[config.mk]
export PLATFORM = sky130hd
export DESIGN_NAME = instr_fetch
export DESIGN_NICKNAME = d
export VERILOG_FILES = /design/src/rtl/riscv_pkg.sv /design/src/rtl/fetch_fifo.sv /design/src/rtl/instr_fetch.sv
export SDC_FILE = /design/constraint.sdc
export NUM_CORES = 1
export LEC_CHECK = 0
export BUFFER_PORTS_ARGS = -buffer_cell sky130_fd_sc_hd__buf_4
export CAP_MARGIN = 10
export CORE_AREA = 2 2 129 131
export DETAILED_ROUTE_END_ITERATION = 6
export DIE_AREA = 0 0 131 133
export MAX_ROUTING_LAYER = met4
export PLACE_DENSITY_LB_ADDON = 0.12
export SYNTH_ARGS = -nofsm -noshare
export SYNTH_HDL_FRONTEND = slang
export SYNTH_SLANG_ARGS = --single-unit
[constraint.sdc]
create_clock -name clk -period 5.4 [get_ports clk]
set_input_delay 1.08 -clock clk [delete_from_list [all_inputs] [get_ports clk]]
set_output_delay 1.08 -clock clk [all_outputs]
set_load 0.02 [all_outputs]
[src/rtl/riscv_pkg.sv]
// Shared front-end definitions: instruction width, canonical NOP and fetch FSM states.
package riscv_pkg;

    localparam int                 INSTR_W   = 32;
    localparam logic [INSTR_W-1:0] NOP_INSTR = 32'h0000_0013;

    typedef enum logic [1:0] {
        ST_IDLE = 2'd0,
        ST_RUN  = 2'd1,
        ST_HOLD = 2'd2
    } fetch_state_e;

    function automatic logic [31:0] pc_inc(input logic [31:0] p);
        return p + 32'd4;
    endfunction

endpackage

[src/rtl/fetch_fifo.sv]
// Small circular buffer for fetched {pc, instr} entries; DEPTH must be a power of two.
// Flush wins over push/pop; a push into a full buffer is accepted only alongside a pop.
module fetch_fifo #(
    parameter int DEPTH  = 2,
    parameter int DATA_W = 64
) (
    input  logic                       clk,
    input  logic                       rst_n,
    input  logic                       push,
    input  logic [DATA_W-1:0]          push_data,
    input  logic                       pop,
    input  logic                       flush,
    output logic                       full,
    output logic                       empty,
    output logic [$clog2(DEPTH+1)-1:0] count,
    output logic [DATA_W-1:0]          head
);
    localparam int AW = $clog2(DEPTH);
    localparam int CW = $clog2(DEPTH + 1);

    logic [DATA_W-1:0] mem [DEPTH];
    logic [AW-1:0]     rd_ptr, wr_ptr;
    logic [CW-1:0]     cnt;
    logic              do_push, do_pop;

    assign empty   = (cnt == '0);
    assign full    = (cnt == CW'(DEPTH));
    assign do_pop  = pop && !empty;
    assign do_push = push && (!full || do_pop);
    assign count   = cnt;
    assign head    = mem[rd_ptr];

    always_ff @(posedge clk or negedge rst_n) begin
        if (!rst_n) begin
            rd_ptr <= '0;
            wr_ptr <= '0;
            cnt    <= '0;
        end else if (flush) begin
            rd_ptr <= '0;
            wr_ptr <= '0;
            cnt    <= '0;
        end else begin
            if (do_push) wr_ptr <= wr_ptr + AW'(1);
            if (do_pop)  rd_ptr <= rd_ptr + AW'(1);
            case ({do_push, do_pop})
                2'b10:   cnt <= cnt + CW'(1);
                2'b01:   cnt <= cnt - CW'(1);
                default: cnt <= cnt;
            endcase
        end
    end

    // Storage is data only; validity is carried entirely by the pointers/count.
    always_ff @(posedge clk) begin
        if (do_push && !flush) mem[wr_ptr] <= push_data;
    end

endmodule

[src/rtl/instr_fetch.sv]
// Instruction fetch: sequential PC generation, one-cycle memory, decoupling buffer to decode.
// Optional misaligned-target fault entry enabled by FETCH_MISALIGN_CHECK_EN.
module instr_fetch
    import riscv_pkg::*;
#(
    parameter logic [31:0] RESET_PC   = 32'h0000_0000,
    parameter int          FIFO_DEPTH = 2
) (
    input  logic               clk,
    input  logic               rst_n,
    output logic [31:0]        pc,
    input  logic [INSTR_W-1:0] instr,
    input  logic               redirect_valid,
    input  logic [31:0]        redirect_pc,
    output logic               if_valid,
    input  logic               if_ready,
    output logic [INSTR_W-1:0] if_instr,
    output logic [31:0]        if_pc
`ifdef FETCH_MISALIGN_CHECK_EN
    ,
    output logic               if_fault
`endif
);
    localparam int          CW      = $clog2(FIFO_DEPTH + 1);
    localparam int          CW1     = CW + 1;
    localparam int          EW      = 32 + INSTR_W;
    localparam logic [CW:0] DEPTH_U = CW1'(FIFO_DEPTH);

    function automatic logic [31:0] align_target(input logic [31:0] t);
`ifdef FETCH_MISALIGN_CHECK_EN
        return t;
`else
        return t & 32'hFFFF_FFFC;
`endif
    endfunction

    fetch_state_e   state, state_nxt;
    logic           req_v, can_issue, pop;
    logic           vld_p1;
    logic [31:0]    pc_p1;
    logic           fifo_full, fifo_empty;
    logic [CW-1:0]  occ;
    logic [EW-1:0]  head;
    logic [CW:0]    used_now, used_nxt;

    // Slots committed = buffered + response in flight. A request may also be issued into
    // the last slot when decode is popping this cycle, which keeps streaming bubble-free.
    assign pop       = !fifo_empty && if_ready;
    assign used_now  = CW1'(occ) + CW1'(vld_p1);
    assign can_issue = (!fifo_full && (used_now < DEPTH_U)) || pop;
    assign req_v     = (state == ST_RUN) && can_issue;
    assign used_nxt  = used_now + CW1'(req_v) - CW1'(pop);

`ifdef FETCH_MISALIGN_CHECK_EN
    logic fault_pend, fault_lock, misaligned;

    assign misaligned = |redirect_pc[1:0];

    always_ff @(posedge clk or negedge rst_n) begin
        if (!rst_n) begin
            fault_pend <= 1'b0;
            fault_lock <= 1'b0;
        end else if (redirect_valid) begin
            fault_pend <= misaligned;
            fault_lock <= misaligned;
        end else if (fault_pend && if_ready) begin
            fault_pend <= 1'b0;
        end
    end
`endif

    always_comb begin
        state_nxt = state;
        case (state)
            ST_IDLE:          state_nxt = ST_RUN;
            ST_RUN, ST_HOLD:  state_nxt = ((used_nxt < DEPTH_U) || if_ready) ? ST_RUN : ST_HOLD;
            default:          state_nxt = ST_IDLE;
        endcase
`ifdef FETCH_MISALIGN_CHECK_EN
        if (fault_lock)     state_nxt = ST_HOLD;
        if (redirect_valid) state_nxt = misaligned ? ST_HOLD : ST_RUN;
`else
        if (redirect_valid) state_nxt = ST_RUN;
`endif
    end

    // ---- p0: request stage (pc presented to memory)
    always_ff @(posedge clk or negedge rst_n) begin
        if (!rst_n) begin
            state  <= ST_IDLE;
            pc     <= RESET_PC;
            vld_p1 <= 1'b0;
        end else begin
            state  <= state_nxt;
            vld_p1 <= req_v && !redirect_valid;
            if (redirect_valid)
                pc <= align_target(redirect_pc);
            else if (req_v)
                pc <= pc_inc(pc);
        end
    end

    // ---- p1: response stage (instr returns for pc_p1)
    always_ff @(posedge clk) begin
        if (req_v) pc_p1 <= pc;
    end

    fetch_fifo #(
        .DEPTH  (FIFO_DEPTH),
        .DATA_W (EW)
    ) u_fifo (
        .clk       (clk),
        .rst_n     (rst_n),
        .push      (vld_p1),
        .push_data ({pc_p1, instr}),
        .pop       (pop),
        .flush     (redirect_valid),
        .full      (fifo_full),
        .empty     (fifo_empty),
        .count     (occ),
        .head      (head)
    );

    // ---- p2: buffered output to decode
`ifdef FETCH_MISALIGN_CHECK_EN
    assign if_valid = fault_pend || !fifo_empty;
    assign if_instr = fault_pend ? NOP_INSTR : (fifo_empty ? '0 : head[INSTR_W-1:0]);
    assign if_pc    = fault_pend ? pc        : (fifo_empty ? '0 : head[EW-1:INSTR_W]);
    assign if_fault = fault_pend;
`else
    assign if_valid = !fifo_empty;
    assign if_instr = fifo_empty ? '0 : head[INSTR_W-1:0];
    assign if_pc    = fifo_empty ? '0 : head[EW-1:INSTR_W];
`endif

endmodule

* Yosys cells after proc, flatten, opt, wreduce, memory -nomap -nowiden
Memories as Yosys holds them, arrays and structs flattened.
Cells that the tools add are included.
** Operators by class
- Reductions and logical operators :: 20
- Add/sub/neg operators :: 8
- Order comparisons :: 2
- Multiplexer cells :: 15
- Equality and inequality tests :: 5
** Operators by type and width (count)
- 32-bit two-way mux :: 4
- 32-bit by 3-bit adder with 32-bit output, second input constant :: 1
- 2-bit one-hot mux with 2 select lines :: 2
- 1-bit logical AND :: 7
- 2-bit == test, second input constant :: 3
- 3-bit by 2-bit less-than comparator with 1-bit output, second input constant :: 2
- 1-bit two-way mux :: 6
- 2-bit two-way mux :: 3
- 2-bit nonzero test :: 3
- 2-bit by 1-bit == test with 1-bit output, second input constant :: 2
- 2-bit logical NOT :: 2
- 2-bit by 1-bit adder with 3-bit output :: 1
- 3-bit by 1-bit adder with 3-bit output :: 1
- 1-bit logical NOT :: 3
- 1-bit logical OR :: 3
- 3-bit nonzero test :: 1
- 3-bit by 1-bit subtractor with 3-bit output :: 1
- 1-bit adder, second input constant :: 2
- 2-bit by 1-bit adder with 2-bit output, second input constant :: 1
- 2-bit OR reduction :: 1
- 2-bit by 1-bit subtractor with 2-bit output, second input constant :: 1
** Storage, ports and cells
- Input port bits :: 68
- Memories kept :: 1
- Logic and storage cells :: 58
- Output and inout bits :: 97
- Memory bits (writable) :: 128
- Register bits after elaboration :: 71
** Memory list
- u_fifo.mem :: words 2, width 64, read ports 1, clocked after Yosys merged registers in 0, write ports 1, RTL line fetch_fifo.sv:21 : logic [DATA_W-1:0] mem [DEPTH];

* Depth between registers and ports, before layout
Gate-level depths: netlist of run 1.
- Depth in word-level cells :: 12
- Depth in mapped cells :: 12
- Mapped depth without buffers :: 12

* Modules after synthesis
Synthesis of run 1 repeated with hierarchy kept, for this count alone.
** Second synthesis, totals
- Cells, all modules :: 566
- Area total of the unflattened synthesis :: 8339.2 µm²
** By module, submodules not included
- fetch_fifo :: cells each 224, area an instance 4853.4 µm², seq. area each 3943.8 µm², times used 1
- instr_fetch :: cells each 342, area an instance 3485.8 µm², seq. area each 1726.7 µm², times used 1

* Least setup slack after synthesis of run 1
Ideal clock, no wire load.
- Kind :: input -> register
- Start point :: in redirect_valid
- End point :: mem u_fifo.mem[1][0], enable pin
- Arrival time :: 5.999 ns
- Stages :: 3
- Path buffers :: 2
- Library setup time :: 0.571 ns
- Setup slack :: -1.170 ns
- Data required time :: 4.829 ns
- Cells stage by stage :: clkbuf_1 > clkbuf_1 > nor3b_1
** Between the ends
- Longest elaborated chain between the ends :: 4
** RTL lines
- start: declaration :: RTL line instr_fetch.sv:13 : input logic redirect_valid,
- 1-bit logical NOT :: RTL line fetch_fifo.sv:55 : if (do_push && !flush) mem[wr_ptr] <= push_data;
- 1-bit logical AND :: RTL line fetch_fifo.sv:55
- 1-bit two-way mux :: RTL line fetch_fifo.sv:55
- 1-bit two-way mux (not written as such) :: RTL line fetch_fifo.sv:55
- end: declaration :: RTL line fetch_fifo.sv:21
No other way between the ends.

* Final worst setup path of run 1
- Start point :: reg u_fifo.cnt[0] (netlist: u_fifo.count[0])
- End point :: out if_pc[10]
** Between the ends
- Longest elaborated chain between the ends :: 2
** RTL lines
- start: declaration :: RTL line fetch_fifo.sv:23 : logic [CW-1:0] cnt;
- start signal: assignment :: RTL line fetch_fifo.sv:46 : 2'b10: cnt <= cnt + CW'(1);
- start signal: assignment :: RTL line fetch_fifo.sv:47 : 2'b01: cnt <= cnt - CW'(1);
- start signal: assignment :: RTL line fetch_fifo.sv:48 : default: cnt <= cnt;
- 2-bit logical NOT :: RTL line fetch_fifo.sv:26 : assign empty = (cnt == '0);
- 32-bit two-way mux :: RTL line instr_fetch.sv:133 : assign if_pc = fifo_empty ? '0 : head[EW-1:INSTR_W];
- end: declaration :: RTL line instr_fetch.sv:18 : output logic [31:0] if_pc
No other way between the ends.

==> results of run 1 <==
flip-flops by register name, summed over array words and instances, names as in the netlist:
signal / cells
pc: 30
pc_p1: 30
state: 2
u_fifo.count: 2
u_fifo.mem: 124
u_fifo.rd_ptr: 1
u_fifo.wr_ptr: 1
vld_p1: 1
kinds of logic after synthesis:
kind of cell / after synthesis
other: 1
buffers and inverters: 43
and+or+nand+nor: 158
adders and majority gates: 9
DFF: 191
AOI/OAI and AO/OA: 41
xor gates and xnor gates: 31
muxes: 66
cell usage in the layout, fill, tap and decap left out, types with 4 or more instances in the layout:
cell / synthesis / routed
nor4_1: 10 / 10
mux2i_1: 63 / 63
nor3_1: 8 / 7
nor2_1: 70 / 69
clkinv_2: 0 / 4
buf_4: 4 / 163
clkinv_1: 1 / 5
conb_1: 1 / 4
o21ai_0: 28 / 28
a21oi_1: 4 / 4
clkbuf_16: 0 / 17
inv_1: 13 / 13
nand4_1: 10 / 10
dfrtp_1: 37 / 36
xnor2_1: 21 / 21
ha_1: 8 / 8
edfxtp_1: 154 / 154
xor2_1: 10 / 10
nand3_1: 6 / 6
nand2_1: 34 / 34
path summary, 6_finish.rpt:
path | start | to | slack (ps) | depth (start not counted)
min reg2reg | pc_p1[28] | u_fifo.mem[0][60] | 440 | 0
min in group asynchronous | rst_n | pc[9] | 650 | 1
max reg2reg | u_fifo.count[0] | state[0] | 2170 | 9
max | u_fifo.count[0] | if_pc[10] | 1840 | 4
max in group asynchronous | rst_n | u_fifo.rd_ptr | 4340 | 1
min | pc_p1[28] | u_fifo.mem[0][60] | 440 | 0
report_power, final:
part	internal, W	total, W	switching, W	leakage [nW]
sequential	0.00205	0.00226	0.000214	1.89
combinational	0.000474	0.00122	0.000746	1.51
clock	0.000675	0.00119	0.000514	0.271
through the flow:
step	hold slack [ps]	setup slack [ps]	instances	total power, W	utilization, %
finish	444	1840	929	0.00467	60.2
global route	455	1650	929	0.00490	60.2
CTS	444	1780	929	0.00472	60.2
detailed placement	431	1940	897	0.00354	56.7
global placement	424	2020	897	0.00348	56.7
floorplan	421	1020	543	0.00298	-
final cells by class:
| cell class | count | area (um2) | share of cell area [%] |
|---|---|---|---|
| Sequential cell | 191 | 5550 | 57.1 |
| Multi-Input combinational cell | 309 | 2070 | 21.3 |
| Timing Repair Buffer | 163 | 1220 | 12.6 |
| Clock buffer | 19 | 433 | 4.45 |
| Tap cell | 220 | 275 | 2.83 |
| Clock inverter | 13 | 120 | 1.23 |
| Inverter | 14 | 52.6 | 0.540 |
worst max-delay path, cell delays in order, from the launching register on:
cell and delay, ps:
dfrtp_1 500, nor2_4 830, buf_4 430, nor2_1 120, buf_4 170
metal layers:
metal / vias up / track usage [%] / part of all wire [%]
li1: 2265 / - / -
met4: 0 / 6.50 / 1.7
met5: - / - / 0
met2: 156 / 32.3 / 51
met3: 22 / 3.96 / 5.1
met1: 2327 / 22.4 / 42
==> impl_metrics.tcl, run 1 <==
set metrics [dict create \
    synthesis.area_mm2 0.00776 \
    cts_htree_levels 4 \
    ctsRootBufferMaster "clkbuf_16" \
    fp.coreArea_mm2 0.0162 \
    grt_start_max_net_pins 64 \
    post_cts.resized_instances 0 \
    ios 165 \
    period_needed_ps 3560 \
    buffer_ports.inserted 158 \
    clock_latency_ps 420 \
    cts_hold_repair.buffers 0 \
    die_height_um 133 \
    vdd.ir_drop.worst_v 0.000287 \
    p_leak_nw 3.67 \
    global_route_wire_length_before_repair_mm 24.4 \
    route.detailed.vias_per_inst 5.13 \
    post_synthesis_share_of_cell_area_spent_on_full_adders_half_adders_and_majority_gates_pct 1.55 \
    grt-ovfl-total 0 \
    worst_pin_slew_ps 1130 \
    synth-edff-count 154 \
    slew_viol_final 0 \
    synth_common_cells "edfxtp_1, nor2_1, mux2i_1" \
    start_kind "register" \
    worst-path-max-fanout 40 \
    synth-compound-area-share_pct 2.94 \
    yosys-top-cells-area "edfxtp_1, dfrtp_1, mux2i_1" \
    remaining_drc_errors 0 \
    min_path_type "reg -> reg" \
    number_of_clock_sinks_seen_by_cts 191 \
    die_width_um 131 \
    grt_util_all_layers_pct 19.0 \
    endpoint_kind "output port" \
    fill_cells 1251 \
    drt.antenna.violating_nets 0 \
    timing.slew.headroom_pct 24.7 \
    drtPass1Iterations 4 \
    netlist-cell-type-count 42 \
    detailed_place.area_mm2 0.00918 \
    timing.fmax_mhz 281 \
    cts.path.max_buffers 2 \
    drt-wirelength-per-cell_um 17.0 \
    yosys.cell_count.top_type "edfxtp_1" \
    initial_core_utilization_pct 48.0 \
    path_clk_slew_ps 70 \
    num_rows 47 \
    fin_crit_sh_pct 65.9 \
    cts_inserted_buffers 17 \
    finish.net_count 773 \
    synth_top_flop_cell "edfxtp_1" \
    final_setup_violation_count 0 \
    data_arrival_at_the_endpoint_of_the_critical_path_ps 2480 \
    combinational_family_with_the_most_area_after_synthesis "simple AND/OR/NAND/NOR gates" \
    die-area_mm2 0.0174 \
    number_of_global_route_vias_before_repair 4823 \
    timing_worst_setup_path_type "reg -> out" \
    async_flop_share_pct 19.4 \
    finalHoldViolCount 0 \
    yosys_warnings 0 \
    totalNegativeSetupSlack_ps 0 \
    status "complete, no violations" \
    ys_ff_latch 191 \
    detailedPlacementHpwl_mm 10.1 \
    vias 4770 \
    yosys.area.top_type "edfxtp_1" \
    rsz0062_at_grt "no" \
    design_area_mm2 0.00973 \
    cts_tree "done" \
    synth_xor_area_share_pct 3.50 \
    final_replace_weighted_congestion 0.799 \
    area_growth_syn_to_layout_pct 25.4 \
    worst_clock_skew_ps 6.44 \
    grt_antenna_before_repair 0 \
    maxCapViolations 0 \
    postRouteWirelength_mm 15.8 \
    avgSynthCellArea_um2 14.4 \
    yosys.area_share.simple_pct 9.56 \
    pwr_density_cell_mw_per_mm2 480 \
    antenna_diodes 0 \
    ys_seq_area_share_pct 71.5 \
    post-synth-top-area-fraction_pct 59.6 \
    cts.repair_timing.setup_buffer_count 0 \
    post_synthesis_mux_area_share_pct 8.56 \
    worstPathRequired_ps 4320 \
    layout-drive-gt1-share_pct 27.9 \
    synthCells 540 \
    drtIter0Drc 288 \
]
(Power assumes the default switching activity.)
==> inputs of run 2 (changes only) <==
Settings changed: CORE_AREA 2 2 129 131 to 2 2 123 125, DIE_AREA 0 0 131 133 to 0 0 125 127.
Clock period 5.4 ns to 3.4 ns, I/O delays scaled along.
==> run 2 against run 1 <==
  * Critical path depth did not move
  * Total power rose by 57%
  * Critical path type unchanged
  * Clock-buffer cell count up 1
  * Sequential share of layout area rose by 0.088 points
==> impl_metrics.tcl, run 2 (synthesized netlist as in run 1, its figures left out) <==
set metrics [dict create \
    status "complete, no violations" \
    timing.reg2reg.worst_path_depth 11 \
    clock_latency_ps 430 \
    ctsRootBufferMaster "clkbuf_16" \
    p_leak_nw 3.67 \
    worst-path-buf-inv 2 \
    power.combinational.fraction_pct 26.8 \
    die-area_mm2 0.0159 \
    worst-path-max-fanout 33 \
    longest_individual_stage_delay_on_the_worst_path_ps 800 \
    timing.fmax_mhz 363 \
    total_power_w 0.00732 \
    grt_start_max_net_pins 64 \
    crit_chain "buf_12 -> mux2i_1 -> nor2_1 -> buf_4" \
    pwr_density_cell_mw_per_mm2 754 \
    buffer_ports.inserted 158 \
    finish.net_count 778 \
    max_flop_register "u_fifo.mem" \
    r2r_end "state[0]" \
    die_width_um 125 \
    finalHoldViolCount 0 \
    drtPass1Iterations 5 \
    drtIter0Drc 246 \
    grt_antenna_before_repair 0 \
    top_regs "u_fifo.mem (124), pc (30), pc_p1 (30)" \
    antenna_diodes 0 \
    vias 4727 \
    cts.path.max_buffers 2 \
    finish.utilization_pct 67.3 \
    detailedPlacementHpwl_mm 10.1 \
    mostFrequentLayoutCell "buf_4" \
    number_of_global_route_vias_before_repair 4818 \
    reg2reg_slack_ps 800 \
    timing.critical_path.max_delay_family "flip-flops" \
    final_cells 898 \
    slew_viol_final 0 \
    preCtsSetupSlack_ps 783 \
    final_setup_violation_count 0 \
    final_replace_weighted_congestion 0.851 \
    grt-ovfl-total 0 \
    num_rows 44 \
    route.detailed.vias_per_inst 5.26 \
    most-common-layout-cells "buf_4, edfxtp_1, nor2_1" \
    post_cts.resized_instances 0 \
    layout-drive-gt1-share_pct 28.3 \
    area_growth_syn_to_layout_pct 25.2 \
    cts_tree "done" \
    cts.repair_timing.setup_buffer_count 0 \
    path_clk_slew_ps 60 \
    worst_clock_skew_ps 7.46 \
    fp.coreArea_mm2 0.0144 \
    vdd.ir_drop.worst_v 0.000406 \
    remaining_drc_errors 0 \
    min_path_type "in -> async" \
    global_route_wire_length_before_repair_mm 23.9 \
    die_height_um 127 \
    cts_inserted_buffers 17 \
    number_of_clock_sinks_seen_by_cts 191 \
    worst_setup_path_startpoint "u_fifo.rd_ptr" \
    data_arrival_at_the_endpoint_of_the_critical_path_ps 2080 \
    initial_core_utilization_pct 53.8 \
    proportion_of_total_power_due_to_net_switching_pct 31.5 \
    power_dissipated_by_switching_net_loads_w 0.00231 \
    reg2reg_from "u_fifo.count[0]" \
    period_needed_ps 2760 \
    dpl.cell_count 866 \
    cts_hold_repair.buffers 0 \
    timing.slew.headroom_pct 43.6 \
    worstPathRequired_ps 2720 \
    timing_worst_setup_path_type "reg -> out" \
    share_seq_of_total_power_pct 48.6 \
    grt_util_all_layers_pct 20.2 \
    worst_pin_slew_ps 839 \
    critical_path.slowest_cell "dfrtp_4" \
    postRouteWirelength_mm 15.1 \
    maxCapViolations 0 \
    drt.antenna.violating_nets 0 \
    fin_crit_sh_pct 81.0 \
    start_kind "register" \
    ios 165 \
    internal-power_w 0.00501 \
    power.share.clock_pct 24.6 \
    largest_reg_flops 124 \
    cts_htree_levels 4 \
    rsz0062_at_grt "no" \
    fin_ws_ps 645 \
    endpoint_kind "output port" \
    drt-wirelength-per-cell_um 16.8 \
]
run 2: worst max-delay path by stage:
stage          depth (start not counted)          endpoint
6_report                               4      if_instr[11]
3_5_place_dp                          11          state[0]
3_3_place_gp                          11          state[0]
4_1_cts                                4      if_instr[11]
5_1_grt                                4          if_pc[4]
2_1_floorplan                          3  u_fifo.mem[0][0]
run 2: through the flow:
| step | setup TNS (ps) | hold WS [ps] | cell area (um2) |
|---|---|---|---|
| floorplan | -70570 | 384 | 7780 |
| global placement | 0 | 423 | 9180 |
| detailed placement | 0 | 430 | 9180 |
| CTS | 0 | 222 | 9710 |
| global route | 0 | 236 | 9710 |
| finish | 0 | 214 | 9710 |
run 2: area by class of cell:
class	instances	area (um2)
clock buffer	20	437
clock inverter	12	96.3
fill	1086	4710
inverter	14	52.6
multi-input combinational	309	2070
sequential	191	5550
tap	184	230
timing repair buffer	168	1270
run 2: power groups by stage:
stage	Clock [W]	Combinational, W	Sequential [W]
global placement	0	0.00195	0.00356
floorplan	0	0.00119	0.00354
detailed placement	0	0.00199	0.00361
CTS	0.00183	0.00200	0.00356
global route	0.00193	0.00214	0.00362
finish	0.00180	0.00196	0.00356
run 2: per-layer routing:
layer	wire [um]	share of wire [%]	GRT usage, %	up-vias
met5	0	0	-	-
met4	167	1.1	9.41	0
met3	864	5.7	5.03	15
met2	7800	52	33.1	148
met1	6260	41	23.8	2293
li1	-	-	-	2271
==> inputs of run 3 (changes only) <==
Settings changed: CORE_AREA 2 2 123 125 to 2 2 129 131, DIE_AREA 0 0 125 127 to 0 0 131 133.
Clock period 3.4 ns to 2.31 ns, I/O delays scaled along.
==> run 3 against run 2 <==
  * The flow now finishes with violations (setup timing)
  * Sequential power up 45%
  * Flip-flop and latch count unchanged
  * Worst hold slack worse by 210 ps
  * Clock skew up 3.6 ps
  * Global-route usage down 0.41 points
  * Worst setup slack worse by 710 ps
  * Non-clock buffer count up 16
  * Cell area up 3.9%
  * Critical path depth up 7
  * Clock-buffer cell count down 2
  * Sequential share of layout area down 2.1 points
  * Clock power up 68%
  * Largest cell class unchanged
  * Largest power group unchanged
==> impl_metrics.tcl, run 3 (synthesized netlist as in run 1, its figures left out) <==
set metrics [dict create \
    drt.antenna.violating_nets 0 \
    p_leak_nw 3.84 \
    worst-path-buf-inv 2 \
    grt_antenna_before_repair 0 \
    endpoint_kind "register" \
    layout-drive-gt1-share_pct 32.1 \
    drtIter0Drc 311 \
    global_route_wire_length_before_repair_mm 25.1 \
    power.share.clock_pct 26.3 \
    largest_reg_flops 124 \
    vias 4839 \
    postRouteWirelength_mm 16.4 \
    multiInputGateArea_mm2 0.00213 \
    proportion_of_total_power_due_to_net_switching_pct 31.7 \
    buffer_ports.inserted 158 \
    die_height_um 133 \
    final_replace_weighted_congestion 0.810 \
    detailed_place.area_mm2 0.00941 \
    pwr_density_cell_mw_per_mm2 1140 \
    ctsRootBufferMaster "clkbuf_16" \
    fin_worst_hold_slack_ps 8.04 \
    clock_latency_ps 430 \
    cts_tree "done" \
    number_of_global_route_vias_before_repair 4850 \
    crit_chain "ha_2 -> inv_2 -> ha_4 -> mux2_4 -> o21ai_4 -> clkinv_8 -> nand2b_4 -> fa_1 -> a21o_1 -> a21oi_2 -> o21ai_1" \
    die_width_um 131 \
    power.combinational.fraction_pct 28.9 \
    timing.critical_path.max_delay_family "adder cells" \
    timing_worst_setup_path_type "reg -> reg" \
    rsz0062_at_grt "yes" \
    maxCapViolations 0 \
    period_needed_ps 2370 \
    detailedPlacementHpwl_mm 10.6 \
    violations "setup timing" \
    grt-ovfl-total 0 \
    share_seq_of_total_power_pct 44.9 \
    fp.coreArea_mm2 0.0162 \
    remaining_drc_errors 0 \
    initial_core_utilization_pct 48.0 \
    design_area_mm2 0.0101 \
    finish.net_count 794 \
    longest_individual_stage_delay_on_the_worst_path_ps 380 \
    die-area_mm2 0.0174 \
    slew_viol_final 0 \
    route.detailed.vias_per_inst 5.09 \
    antenna_diodes 0 \
    final_setup_violation_count 1 \
    worst_clock_skew_ps 11.0 \
    path_clk_slew_ps 70 \
    drtPass1Iterations 5 \
    top_regs "u_fifo.mem (124), pc (30), pc_p1 (30)" \
    cts_inserted_buffers 17 \
    drt-wirelength-per-cell_um 17.2 \
    cts_htree_levels 4 \
    regArea_mm2 0.00555 \
    critical_path.slowest_cell "fa_1" \
    number_of_clock_sinks_seen_by_cts 191 \
    timing.fmax_mhz 421 \
    ios 165 \
    vdd.ir_drop.worst_v 0.000651 \
    num_rows 47 \
    worst_pin_slew_ps 785 \
    power_dissipated_by_switching_net_loads_w 0.00364 \
    finalHoldViolCount 0 \
    max_flop_register "u_fifo.mem" \
    totalNegativeSetupSlack_ps -63.6 \
    mostFrequentLayoutCell "buf_4" \
    worst-path-max-fanout 3 \
    area_growth_syn_to_layout_pct 30.1 \
    fin_crit_sh_pct 103 \
    status "finished, violations left" \
    grt_start_max_net_pins 64 \
    cts.path.max_buffers 2 \
    fill_cells 1243 \
    worstPathRequired_ps 2610 \
    start_kind "register" \
    most-common-layout-cells "buf_4, edfxtp_1, nor2_1" \
    min_path_type "in -> async" \
    internal-power_w 0.00785 \
    data_arrival_at_the_endpoint_of_the_critical_path_ps 2670 \
    timing.slew.headroom_pct 47.6 \
    grt_util_all_layers_pct 19.8 \
    fin_ws_ps -63.6 \
]
run 3: power groups by stage:
stage	clock [W]	combinational, W	sequential (W)
2_1_floorplan	0	0.00187	0.00520
5_1_grt	0.00322	0.00359	0.00524
3_3_place_gp	0	0.00315	0.00519
6_report	0.00302	0.00332	0.00516
3_5_place_dp	0	0.00323	0.00526
4_1_cts	0.00309	0.00336	0.00517
run 3: path summary, 6_finish.rpt:
kind,startpoint,endpoint,slack [ps],cells past startpoint
min,rst_n,vld_p1,8,1
max reg2reg,u_fifo.count[0],state[0],-60,11
min reg2reg,pc_p1[19],u_fifo.mem[1][51],440,0
max,u_fifo.count[0],state[0],-60,11
max in group asynchronous,rst_n,u_fifo.rd_ptr,1900,1
min in group clk,instr[22],u_fifo.mem[1][22],220,1
run 3: layout make-up:
cell class	instances	share of cell area (%)
Tap cell	220	2.73
Clock inverter	14	1.85
Sequential cell	191	55.0
Timing Repair Buffer	184	14.4
Clock buffer	18	4.25
Inverter	14	0.645
Multi-Input combinational cell	309	21.1
run 3: worst reg2reg max path, stage by stage (launching register included):
cell	delay, ps
dfrtp_1	360
ha_2	180
inv_2	50
ha_4	160
mux2_4	290
o21ai_4	260
clkinv_8	70
nand2b_4	70
fa_1	380
a21o_1	220
a21oi_2	130
o21ai_1	70
run 3: routing by layer:
metal,global-route usage (%),share of wire [%],vias to the layer above
li1,-,-,2311
met1,23.8,41,2354
met2,31.8,51,145
met3,4.77,5.1,29
met4,8.27,2.5,0
met5,-,0,-
run 3: through the flow:
stage	util [%]	power, W	instances	worst slack [ps]
2_1_floorplan	-	0.00707	543	-494
5_1_grt	62.4	0.0121	950	-171
3_5_place_dp	58.2	0.00849	915	-94.2
4_1_cts	62.4	0.0116	950	-57.2
3_3_place_gp	58.2	0.00834	915	-5.01
6_report	62.4	0.0115	950	-63.6
run 3: timing repair:
| action | in CTS | in global routing |
|---|---|---|
| hold buffers | 0 | 0 |
| gates resized for setup | 7 | 1 |
| endpoints found under the setup margin | 66 | 6 |
| hold endpoints to repair | 0 | 0 |
| pin swaps | 8 | 7 |
| setup buffers | 3 | 0 |
| cloned | 0 | 0 |
